File: config.mk
export PLATFORM = sky130hd
export DESIGN_NAME = bitcell_array_ctrl
export DESIGN_NICKNAME = d
export VERILOG_FILES = /design/src/rtl/bitcell_ctrl_pkg.sv /design/src/rtl/bitcell_row_decoder.sv /design/src/rtl/bitcell_array_ctrl.sv
export SDC_FILE = /design/constraint.sdc
export NUM_CORES = 1
export LEC_CHECK = 0
export BUFFER_PORTS_ARGS = -buffer_cell sky130_fd_sc_hd__buf_4
export CAP_MARGIN = 20
export CORE_ASPECT_RATIO = 0.5
export CORE_MARGIN = 5
export CORE_UTILIZATION = 50
export DETAILED_ROUTE_END_ITERATION = 10
export GPL_ROUTABILITY_DRIVEN = 1
export PLACE_DENSITY = 0.82
export RECOVER_POWER = 100
export SYNTH_ARGS = -nofsm -noshare
export SYNTH_HDL_FRONTEND = slang
export SYNTH_SLANG_ARGS = --single-unit
File: constraint.sdc
create_clock -name clk -period 2.3 [get_ports clk]
set_input_delay 0.23 -clock clk [delete_from_list [all_inputs] [get_ports clk]]
set_output_delay 0.23 -clock clk [all_outputs]
set_load 0.005 [all_outputs]
File: src/rtl/bitcell_ctrl_pkg.sv
// rtl/bitcell_ctrl_pkg.sv - shared FSM states, phase lengths and read-bus sampling helper
package bitcell_ctrl_pkg;

   typedef enum logic [2:0] {
      S_IDLE,
      S_SETUP,
      S_PULSE,
      S_HOLD,
      S_RESP,
      S_VSETUP,
      S_VPULSE
   } state_t;

   localparam int SETUP_CYCLES = 1;
   localparam int HOLD_CYCLES  = 1;

   // Returns {unknown, value}: unknown flags X/Z, value is 1 only for a clean 1.
   function automatic logic [1:0] sample_bit(input logic b);
      return {(b !== 1'b0) && (b !== 1'b1), b === 1'b1};
   endfunction

endpackage

File: src/rtl/bitcell_row_decoder.sv
// rtl/bitcell_row_decoder.sv - registered one-hot row select with enable and range check
module bitcell_row_decoder #(
   parameter int ROWS   = 16,
   parameter int ADDR_W = 4
) (
   input  logic              clk,
   input  logic              rst_n,
   input  logic              en,
   input  logic [ADDR_W-1:0] addr,
   output logic [ROWS-1:0]   sel,
   output logic              in_range
);

   logic [ROWS-1:0] dec;

   // An address with no matching row decodes to all-zero, which doubles as the range check.
   always_comb begin
      dec = '0;
      for (int r = 0; r < ROWS; r++) begin
         dec[r] = (addr == ADDR_W'(r));
      end
   end

   assign in_range = |dec;

   always_ff @(posedge clk or negedge rst_n) begin
      if (!rst_n) begin
         sel <= '0;
      end else begin
         sel <= en ? dec : '0;
      end
   end

endmodule

File: src/rtl/bitcell_array_ctrl.sv
// rtl/bitcell_array_ctrl.sv - word access sequencer for a row-organised NAND-latch bitcell array
// Optional write read-back verify: define BITCELL_CTRL_VERIFY_EN.
module bitcell_array_ctrl
   import bitcell_ctrl_pkg::*;
#(
   parameter  int WIDTH    = 8,
   parameter  int ROWS     = 16,
   parameter  int WR_PULSE = 2,
   parameter  int RD_PULSE = 1,
   localparam int ADDR_W   = (ROWS > 1) ? $clog2(ROWS) : 1
) (
   input  logic              clk,
   input  logic              rst_n,
   input  logic              req_valid,
   output logic              req_ready,
   input  logic              req_we,
   input  logic [ADDR_W-1:0] req_addr,
   input  logic [WIDTH-1:0]  req_wdata,
   output logic              rsp_valid,
   input  logic              rsp_ready,
   output logic [WIDTH-1:0]  rsp_rdata,
   output logic              rsp_err,
   output logic [ROWS-1:0]   arr_sel,
   output logic              arr_rw,
   output logic [WIDTH-1:0]  arr_din,
   input  logic [WIDTH-1:0]  arr_dout
);

   localparam int PMAX = (WR_PULSE > RD_PULSE) ? WR_PULSE : RD_PULSE;
   localparam int CW   = $clog2(PMAX + 1);

   state_t            state, state_nx;
   logic [CW-1:0]     cnt;
   logic              we_q;
   logic [ADDR_W-1:0] addr_q;
   logic [WIDTH-1:0]  samp_q;
   logic              samp_err_q;
   logic              in_range;
   logic              accept;
   logic              phase_done;
   logic [WIDTH-1:0]  samp_clean;
   logic [WIDTH-1:0]  samp_xz;
`ifdef BITCELL_CTRL_VERIFY_EN
   logic [WIDTH-1:0]  wdata_q;
   logic              vfy_q;
`endif

   assign accept     = (state == S_IDLE) && req_valid && req_ready;
   assign phase_done = (cnt == '0);

   always_comb begin
      samp_clean = '0;
      samp_xz    = '0;
      for (int i = 0; i < WIDTH; i++) begin
         {samp_xz[i], samp_clean[i]} = sample_bit(arr_dout[i]);
      end
   end

   always_ff @(posedge clk or negedge rst_n) begin
      if (!rst_n) begin
         state <= S_IDLE;
      end else begin
         state <= state_nx;
      end
   end

   always_comb begin
      state_nx = state;
      case (state)
         S_IDLE:   if (accept) state_nx = S_SETUP;
         S_SETUP:  if (phase_done) state_nx = S_PULSE;
         S_PULSE:  if (phase_done) state_nx = S_HOLD;
         S_HOLD: begin
            if (phase_done) begin
`ifdef BITCELL_CTRL_VERIFY_EN
               state_nx = (we_q && !vfy_q) ? S_VSETUP : S_RESP;
`else
               state_nx = S_RESP;
`endif
            end
         end
         S_RESP:   if (rsp_ready) state_nx = S_IDLE;
`ifdef BITCELL_CTRL_VERIFY_EN
         S_VSETUP: if (phase_done) state_nx = S_VPULSE;
         S_VPULSE: if (phase_done) state_nx = S_HOLD;
`endif
         default:  state_nx = S_IDLE;
      endcase
   end

   bitcell_row_decoder #(
      .ROWS   (ROWS),
      .ADDR_W (ADDR_W)
   ) u_dec (
      .clk      (clk),
      .rst_n    (rst_n),
      .en       ((state_nx == S_PULSE) || (state_nx == S_VPULSE)),
      .addr     (addr_q),
      .sel      (arr_sel),
      .in_range (in_range)
   );

   always_ff @(posedge clk or negedge rst_n) begin
      if (!rst_n) begin
         cnt        <= '0;
         we_q       <= 1'b0;
         addr_q     <= '0;
         samp_q     <= '0;
         samp_err_q <= 1'b0;
         req_ready  <= 1'b0;
         rsp_valid  <= 1'b0;
         rsp_rdata  <= '0;
         rsp_err    <= 1'b0;
         arr_rw     <= 1'b0;
         arr_din    <= '0;
      end else begin
         req_ready <= (state_nx == S_IDLE);

         // The counter is reloaded on every phase change and counts down to zero within it.
         if (state_nx != state) begin
            case (state_nx)
               S_SETUP, S_VSETUP: cnt <= CW'(SETUP_CYCLES - 1);
               S_PULSE:           cnt <= we_q ? CW'(WR_PULSE - 1) : CW'(RD_PULSE - 1);
               S_VPULSE:          cnt <= CW'(RD_PULSE - 1);
               S_HOLD:            cnt <= CW'(HOLD_CYCLES - 1);
               default:           cnt <= '0;
            endcase
         end else if (cnt != '0) begin
            cnt <= cnt - 1'b1;
         end

         if (accept) begin
            we_q       <= req_we;
            addr_q     <= req_addr;
            samp_q     <= '0;
            samp_err_q <= 1'b0;
            arr_rw     <= req_we;
            arr_din    <= req_we ? req_wdata : '0;
         end

         if ((state == S_PULSE) && phase_done && !we_q) begin
            samp_q     <= samp_clean;
            samp_err_q <= |samp_xz;
         end

`ifdef BITCELL_CTRL_VERIFY_EN
         if ((state_nx == S_VSETUP) && (state != S_VSETUP)) begin
            arr_rw <= 1'b0;
         end
         if ((state == S_VPULSE) && phase_done) begin
            samp_q     <= samp_clean;
            samp_err_q <= (|samp_xz) || (samp_clean != wdata_q);
         end
`endif

         if ((state == S_HOLD) && (state_nx == S_RESP)) begin
            rsp_valid <= 1'b1;
            rsp_rdata <= (we_q || !in_range) ? '0 : samp_q;
            rsp_err   <= !in_range || samp_err_q;
            arr_rw    <= 1'b0;
            arr_din   <= '0;
         end

         if ((state == S_RESP) && rsp_ready) begin
            rsp_valid <= 1'b0;
            rsp_rdata <= '0;
            rsp_err   <= 1'b0;
         end
      end
   end

`ifdef BITCELL_CTRL_VERIFY_EN
   always_ff @(posedge clk or negedge rst_n) begin
      if (!rst_n) begin
         wdata_q <= '0;
         vfy_q   <= 1'b0;
      end else if (accept) begin
         wdata_q <= req_wdata;
         vfy_q   <= 1'b0;
      end else if ((state_nx == S_VSETUP) && (state != S_VSETUP)) begin
         vfy_q <= 1'b1;
      end
   end
`endif

endmodule

After elaboration in Yosys (flattened, before gate mapping)
Cells that the tools add are included.
{ "totals": {"word_cells": 118, "input_bits": 25, "register_bits": 55, "out_inout_bits": 36} }
{ "op_classes": {"n_mux": 27, "reduce_logical": 30, "eq_ne": 47, "addsub": 1} }
{ "op_table": {"columns": ["cell", "count"], "rows": [
  ["two-way mux 8 bit", 8],
  ["== test 4 bit (second input constant)", 8],
  ["== test 4 x 3 -> 1 bit (second input constant)", 4],
  ["two-way mux 16 bit", 1],
  ["!== test 1 bit (second input constant)", 16],
  ["OR reduction 16 bit", 1],
  ["two-way mux 3 bit", 5],
  ["case mux 3 bit (5 select lines)", 1],
  ["logical AND 1 bit", 14],
  ["two-way mux 1 bit", 10],
  ["nonzero test 2 bit", 5],
  ["== test 3 x 2 -> 1 bit (second input constant)", 3],
  ["== test 3 bit (second input constant)", 3],
  ["== test 4 x 2 -> 1 bit (second input constant)", 2],
  ["=== test 1 bit (second input constant)", 8],
  ["OR reduction 8 bit", 1],
  ["zero test 3 bit", 2],
  ["== test 4 x 1 -> 1 bit (second input constant)", 1],
  ["zero test 4 bit", 1],
  ["two-way mux 2 bit", 2],
  ["== test 3 x 1 -> 1 bit (second input constant)", 1],
  ["logical OR 1 bit", 3],
  ["inequality test 3 bit", 1],
  ["zero test 1 bit", 2],
  ["2 further kinds", 2]
]} }

Logic depth before layout (Yosys ltp)
Gate-level depths: netlist of the first run.
{ "depth": {"depth_word": 9, "ltp_mapped": 8, "mapped_depth_nobuf": 6} }

Cells and area by module
A second synthesis of the first run with hierarchy kept.
{ "unflattened": {"cells_unflattened": 167, "area_unflattened_um2": 2185.8} }
{ "by_module_without_submodules": {"columns": ["module", "seq_area_each_um2", "cells_each", "instances", "area_per_inst_um2"], "rows": [
  ["bitcell_array_ctrl", 950.9, 122, 1, 1622.8],
  ["bitcell_row_decoder", 400.4, 45, 1, 563.0]
]} }

Least setup slack after synthesis of the first run
Ideal clock, no wire load.
{ "synth_path": {"path_type": "flip-flop to flip-flop", "start": "register cnt[0]", "end": "register u_dec.sel[0]", "path_slack_ns": 0.589, "stages_incl_launch_ff": 8, "required_time_ns": 2.220, "t_arrival_ns": 1.631, "setup_time_ns": 0.080, "synth_period_minus_slack_ns": 1.711, "path_buffers": 1, "cell_sequence": "dfrtp_1 > inv_1 > ha_1 > buf_2 > or3b_1 > a21oi_2 > nor3b_2 > nor3b_2"} }
{ "synth_via": {"elab_chain_len": 6, "elab_cells_between_ends": 9, "cone_classes": "eq/ne (2); mux (5); reduce/logical (2)"} }
{ "synth_lines": {"columns": ["element", "line", "rtl"], "rows": [
  ["from (decl)", "bitcell_array_ctrl.sv:33", "logic [CW-1:0] cnt;"],
  ["from (signal assigned)", "bitcell_array_ctrl.sv:122", "S_SETUP, S_VSETUP: cnt <= CW'(SETUP_CYCLES - 1);"],
  ["from (signal assigned)", "bitcell_array_ctrl.sv:123", "S_PULSE: cnt <= we_q ? CW'(WR_PULSE - 1) : CW'(RD_PULSE - 1);"],
  ["from (signal assigned)", "bitcell_array_ctrl.sv:124", "S_VPULSE: cnt <= CW'(RD_PULSE - 1);"],
  ["zero test 2 bit (*)", "bitcell_array_ctrl.sv:49", "assign phase_done = (cnt == '0);"],
  ["two-way mux 3 bit (on tied branches)", "bitcell_array_ctrl.sv:74, bitcell_array_ctrl.sv:71, bitcell_array_ctrl.sv:72", null],
  ["case mux 3 bit (5 select lines) (*)", "bitcell_array_ctrl.sv:69", "case (state)"],
  ["== test 3 x 2 -> 1 bit or == test 3 bit (tied branches)", "bitcell_array_ctrl.sv:97", ".en ((state_nx == S_PULSE) || (state_nx == S_VPULSE)),"],
  ["logical OR 1 bit (*)", "bitcell_array_ctrl.sv:97", null],
  ["two-way mux 16 bit (*)", "bitcell_row_decoder.sv:30", "sel <= en ? dec : '0;"],
  ["to (signal assigned)", "bitcell_row_decoder.sv:30", null],
  ["to (decl)", "bitcell_row_decoder.sv:10", "output logic [ROWS-1:0] sel,"]
]} }
Every way passes the cells marked *; elsewhere a longest branch is shown, timed or not.
A chain may end at the register's enable or synchronous reset.

Final worst setup path of the first run
{ "layout_path": {"start": "register state[0]", "end": "register arr_din[0]"} }
{ "layout_via": {"elab_chain_len": 8, "elab_cells_between_ends": 17, "cone_classes": "eq/ne (5); mux (7); reduce/logical (5)"} }
{ "layout_lines": {"columns": ["element", "line", "rtl"], "rows": [
  ["from (decl)", "bitcell_array_ctrl.sv:32", "state_t state, state_nx;"],
  ["from (signal assigned)", "bitcell_array_ctrl.sv:63", "state <= state_nx;"],
  ["zero test 3 bit", "bitcell_array_ctrl.sv:48, bitcell_array_ctrl.sv:69", null],
  ["logical AND 1 bit (2 in a row)", "bitcell_array_ctrl.sv:48", "assign accept = (state == S_IDLE) && req_valid && req_ready;"],
  ["two-way mux 3 bit", "bitcell_array_ctrl.sv:70", "S_IDLE: if (accept) state_nx = S_SETUP;"],
  ["case mux 3 bit (5 select lines)", "bitcell_array_ctrl.sv:69", null],
  ["== test 3 bit", "bitcell_array_ctrl.sv:156", "if ((state == S_HOLD) && (state_nx == S_RESP)) begin"],
  ["logical AND 1 bit", "bitcell_array_ctrl.sv:156", null],
  ["two-way mux 8 bit or nonzero test 2 bit (tied branches)", null, null],
  ["to (signal assigned)", "bitcell_array_ctrl.sv:138", "arr_din <= req_we ? req_wdata : '0;"],
  ["to (decl)", "bitcell_array_ctrl.sv:25", "output logic [WIDTH-1:0] arr_din,"]
]} }
Several ways; a longest one is shown, not always the timed one.

==> results.toml, run 1 <==
[worst_setup_path]
cpLargestDelayFamily = "simple AND/OR/NAND/NOR gates"
critPathLaunchType = "register"
required_ns = 2.55
arrival_ns = 2.30
rr_worst_depth = 3
critPathBufInv = 0
crit_start = "state[0]"
path_cells = "nor4_1, and2_0, a22o_1"
worst-path-stages = 3
slowest_delay_ns = 0.71
end_kind = "register"
cp_slowest_cell = "nor4_1"
critical_path_class = "register to register"
rr_startpoint = "state[0]"
worstPathMaxFanout = 12

[power]
vdd.ir_drop.worst_uv = 507
p_leak_nw = 1.33
p_per_area_nw_per_um2 = 1190

[yosys]
netlist_area_sq_um = 2070
yosysTopAreaCellShare_pct = 65.2
synth_area_leaders = "dfrtp_1 65%, a22o_1 10%, nor2_1 2.9%, mux2_2 2.7%, nand2_1 2.0%"
async_reset_ff_share_pct = 100
ys_seq_area_share_pct = 65.2
synth_edf_count = 0
synth.most_common_cell = "dfrtp_1"
syn_nets = 185
synthDistinctLibCells = 33
ys_ff_latch = 54
yosys-top-cells-count = "54 x dfrtp_1, 24 x a22o_1, 16 x nor2_1"
syn_inst = 159
syn_avg_cell_area_sq_um = 13.0
synth_top_area_cell = "dfrtp_1"
synth-warning-count = 0
ys.flop_type = "dfrtp_1"

[sta]
final_hold_viol_count = 0
drv_slew = 0
rsz0062_at_grt = "false"
final.setup_skew_ns = 0.00853
slew_headroom_pct = 12.4
post-route-period-util_pct = 89.3
finalSetupViolations = 0
fin_setup_tns_ns = 0
min_period_ns = 2.05
tightestPinTransition_ns = 1.31
worst_slack_ns = 0.246
fmax_mhz = 487

[min_path]
whs_path_depth = 2
hold_class = "input pin to register"
min_from = "rsp_ready"

[global_route]
first_global_vias = 1550
grt_max_degree = 55
antenna_found_initial = 0
grt_pass1_wl_um = 7910
grt_overflow = 0
track_usage_pct = 18.0

[floorplanning]
dieWidth_um = 101
io_pins = 61
start_util_pct = 52.6
coreArea_sq_um = 3940
num_rows = 16
die_area_sq_um = 5610
fp.dieH_um = 55.5

[routing]
ant_nets = 0
wl_per_cell_um = 17.1
drt_pre_antenna_iters = 4
via_per_inst = 5.39
drtIter0Drc = 59
drc = 0
wl_um = 4740
vias = 1499

[cts]
cts.sinks = 54
h-tree-depth = 2
cts_tree = "done"
root_buffer = "clkbuf_8"
cts_buffer_depth = 2
postCtsResizedCells = 0
numCtsBuffers = 5
clock_latency_ns = 0.31
clk_pin_slew_worst_paths_ns = 0.10
postCtsSetupRepairBufs = 0

[cells_and_area]
final.fill_count = 296
antenna_cells = 0
final_layout_size_suffix_gt1_share_pct = 34.4
syn_to_final_growth_pct = 29.0
regArea_sq_um = 1350
fin_nets = 249
multiInputGateArea_sq_um = 653
final_area_sq_um = 2670

[placement]
dpl-instance-area_sq_um = 2580
gp_congestion = 0.771
dp_hpwl_um = 3370
portBuffers = 60
post-place-ws_ns = 0.405

[run_status]
status = "finished, final reports clean"

[flow_run]
drv_cap = 0
power breakdown:
part | switching (mW) | internal [mW] | leakage, nW
clock network | 0.320 | 0.332 | 0.0563
registers | 0.279 | 1.22 | 0.717
logic | 0.514 | 0.533 | 0.556
total | 1.11 | 2.08 | 1.33
final timing paths:
kind | to | slack [ns]
max | arr_din[0] | 0.25
min | state[2] | 0.13
max reg2reg | arr_din[0] | 0.25
min reg2reg | arr_rw | 0.49
max in group asynchronous | rsp_rdata[7] | 0.76
min in group asynchronous | state[1] | 0.74
routing by layer:
metal	vias up	GRT usage [%]	share of wire, %
met5	-	0	0
li1	693	-	-
met3	4	3.89	5.8
met1	754	21.9	41
met2	48	31.1	52
met4	0	6.82	1.1
sequential cells by signal, indices dropped and copies added, names as in the netlist, 2 cells and up:
signal,cells
addr_q,4
arr_din,8
cnt,2
rsp_rdata,8
samp_q,8
state,3
u_dec.sel,16
cells by family after synthesis:
family	synth area share [%]
flip-flops	65.2
adder cells (fa/ha/maj)	0.603
multiplexers	3.20
buffers and inverters	2.47
XOR/XNOR	0.423
AO/OA/AOI/OAI	14.4
AND/OR/NAND/NOR	13.7
cell usage in the layout (no fill, tap or decap), types with 2 or more instances in the layout:
cell and count:
a31oi_1 2, nor3_1 4, a21o_1 2, nand3_1 2, o21ai_0 3, clkbuf_1 3, nor4b_1 2, nand2b_1 3
o31ai_1 2, clkbuf_4 34, buf_4 26, nor2_1 16, clkbuf_8 5, a22o_1 24, a21oi_1 2, nand3b_1 3
inv_1 2, nor3b_1 2, nand2_1 11, mux2_2 5, dfrtp_1 54
area by class of cell:
| type | instances | area share, % |
|---|---|---|
| Inverter | 2 | 0.281 |
| Timing Repair Buffer | 65 | 17.8 |
| Tap cell | 54 | 2.53 |
| Multi-Input combinational cell | 95 | 24.4 |
| Clock inverter | 3 | 1.82 |
| Sequential cell | 54 | 50.5 |
| Clock buffer | 5 | 2.57 |
metrics by stage:
stage	power [mW]	hold slack, ns	cells	util, %
floorplan	2.14	-0.0656	159	-
global placement	2.51	0.289	269	65.4
detailed placement	2.59	0.306	269	65.4
CTS	3.25	0.123	278	68.6
global route	3.40	0.122	278	67.8
finish	3.20	0.130	278	67.8
timing repair:
action,CTS,global route
setup endpoints to repair,0,0
hold endpoints to repair,54,0
hold buffers,1,0
(Power assumes the default switching activity.)
==> run 2: changes to the inputs <==
- CORE_MARGIN: 5 -> 4
==> results.toml, run 2 (synthesis gave the netlist of run 1 again) <==
[run_status]
status = "finished, final reports clean"

[min_path]
hold_class = "input pin to register"
min_from = "rsp_ready"

[cells_and_area]
fin_nets = 248
antenna_cells = 0
largest_reg_flops = 16
syn_to_final_growth_pct = 28.3
final.fill_count = 284
final_common_cell = "dfrtp_1"
final_layout_size_suffix_gt1_share_pct = 34.1
top_register = "u_dec.sel"
layout_common_cells = "54 x dfrtp_1, 35 x clkbuf_4, 25 x buf_4"

[worst_setup_path]
end_kind = "register"
worstPathMaxFanout = 15
critPathBufInv = 1
path_cells = "nor4_1, clkbuf_1, and2_0, a22o_1"
arrival_ns = 2.30
critical_path_class = "register to register"
required_ns = 2.55
rr_startpoint = "state[2]"
crit_start = "state[2]"
slowest_delay_ns = 0.57
critPathLaunchType = "register"
cp_slowest_cell = "dfrtp_1"
cpLargestDelayFamily = "simple AND/OR/NAND/NOR gates"

[global_route]
first_global_vias = 1466
grt_overflow = 0
grt_max_degree = 55
grt_pass1_wl_um = 6890
antenna_found_initial = 0
track_usage_pct = 16.8

[sta]
tightestPinTransition_ns = 1.28
worst_slack_ns = 0.251
final_hold_viol_count = 0
finalSetupViolations = 0
slew_headroom_pct = 14.5
fmax_mhz = 488
drv_slew = 0
fin_setup_tns_ns = 0
min_period_ns = 2.05
rsz0062_at_grt = "false"
final.setup_skew_ns = 0.00758
post-route-period-util_pct = 89.1

[routing]
route.met3.wl_um = 183
drc = 0
wl_met2_um = 2140
drt_pre_antenna_iters = 4
drtIter0Drc = 37
wl_per_cell_um = 15.2
ant_nets = 0
wl_met1_um = 1850
vias = 1503
wl_um = 4220
via_per_inst = 5.43
routed.top_layer = "met4"

[power]
p_leak_nw = 1.33
cellInternalPower_mw = 2.07
p_per_area_nw_per_um2 = 1180
combPwrFrac_pct = 32.0
vdd.ir_drop.worst_uv = 420
p_switching_mw = 1.06
p_seq_share_pct = 47.8
p_sw_share_pct = 33.7
pwr-share-clk_pct = 20.2

[placement]
post-place-ws_ns = 0.408
gp_congestion = 0.786
portBuffers = 60
dp_hpwl_um = 3040

[cts]
cts_hold_buf = 1
clk_pin_slew_worst_paths_ns = 0.10
postCtsSetupRepairBufs = 0
root_buffer = "clkbuf_8"
numCtsBuffers = 5
clock_latency_ns = 0.31
postCtsResizedCells = 0
cts_buffer_depth = 2
cts.sinks = 54
cts_tree = "done"
h-tree-depth = 2

[floorplanning]
io_pins = 61
die_area_sq_um = 5300
coreArea_sq_um = 3940
num_rows = 16
start_util_pct = 52.6
fp.dieH_um = 53.5
dieWidth_um = 99.1

[flow_run]
drv_cap = 0
==> run 2: cell count changes in the layout (fill, tap and decap cells not counted), sizes merged <==
cell	change
buf	-1
clkinvlp	-1
clkinv	+1
==> run 2: metrics by stage <==
stage	hold slack (ns)	total power [mW]	std cells	utilization [%]	area [sq um]
after floorplan	-0.0656	2.14	159	-	2070
after global placement	0.289	2.49	268	65.2	2570
after detailed placement	0.303	2.56	268	65.2	2570
after CTS	0.126	3.19	277	68.3	2690
after global routing	0.118	3.34	277	67.4	2660
final	0.126	3.13	277	67.4	2660
==> run 2: cell type report <==
class / count / area (sq um) / share of cell area [%]
multi-input combinational: 95 / 648 / 24.4
clock inverter: 3 / 43.8 / 1.65
tap: 54 / 67.6 / 2.54
timing repair buffer: 64 / 473 / 17.8
sequential: 54 / 1350 / 50.8
inverter: 2 / 7.51 / 0.282
clock buffer: 5 / 68.8 / 2.59
==> run 2: path summary, 6_finish.rpt <==
check | depth (start not counted) | endpoint | slack [ns]
worst min register to register | 1 | arr_rw | 0.49
worst max-delay path | 4 | arr_din[1] | 0.25
max in group asynchronous | 2 | u_dec.sel[12] | 0.79
worst max register to register | 4 | arr_din[1] | 0.25
min in group asynchronous | 2 | rsp_valid | 0.73
worst min-delay path | 2 | state[2] | 0.13
==> run 2: worst register-to-register path: cells and delay by family, from the launching register on <==
kind,cells,cell delay [ns]
AND/OR/NAND/NOR,2,0.87
flip-flops,1,0.57
buffers and inverters,1,0.34
AO/OA/AOI/OAI,1,0.21
==> run 2: per-layer routing <==
| layer | up-vias | global-route usage [%] |
|---|---|---|
| li1 | 697 | - |
| met1 | 762 | 20.6 |
| met2 | 36 | 29.9 |
| met3 | 8 | 4.14 |
| met4 | 0 | 6.12 |
| met5 | - | 0 |
==> run 2: power by group through the flow <==
stage / logic (mW) / clock network, mW / registers, mW
4_1_cts: 1.04 / 0.640 / 1.50
5_1_grt: 1.12 / 0.677 / 1.54
3_5_place_dp: 1.03 / 0 / 1.52
2_1_floorplan: 0.736 / 0 / 1.40
6_report: 1.00 / 0.631 / 1.50
3_3_place_gp: 0.986 / 0 / 1.50
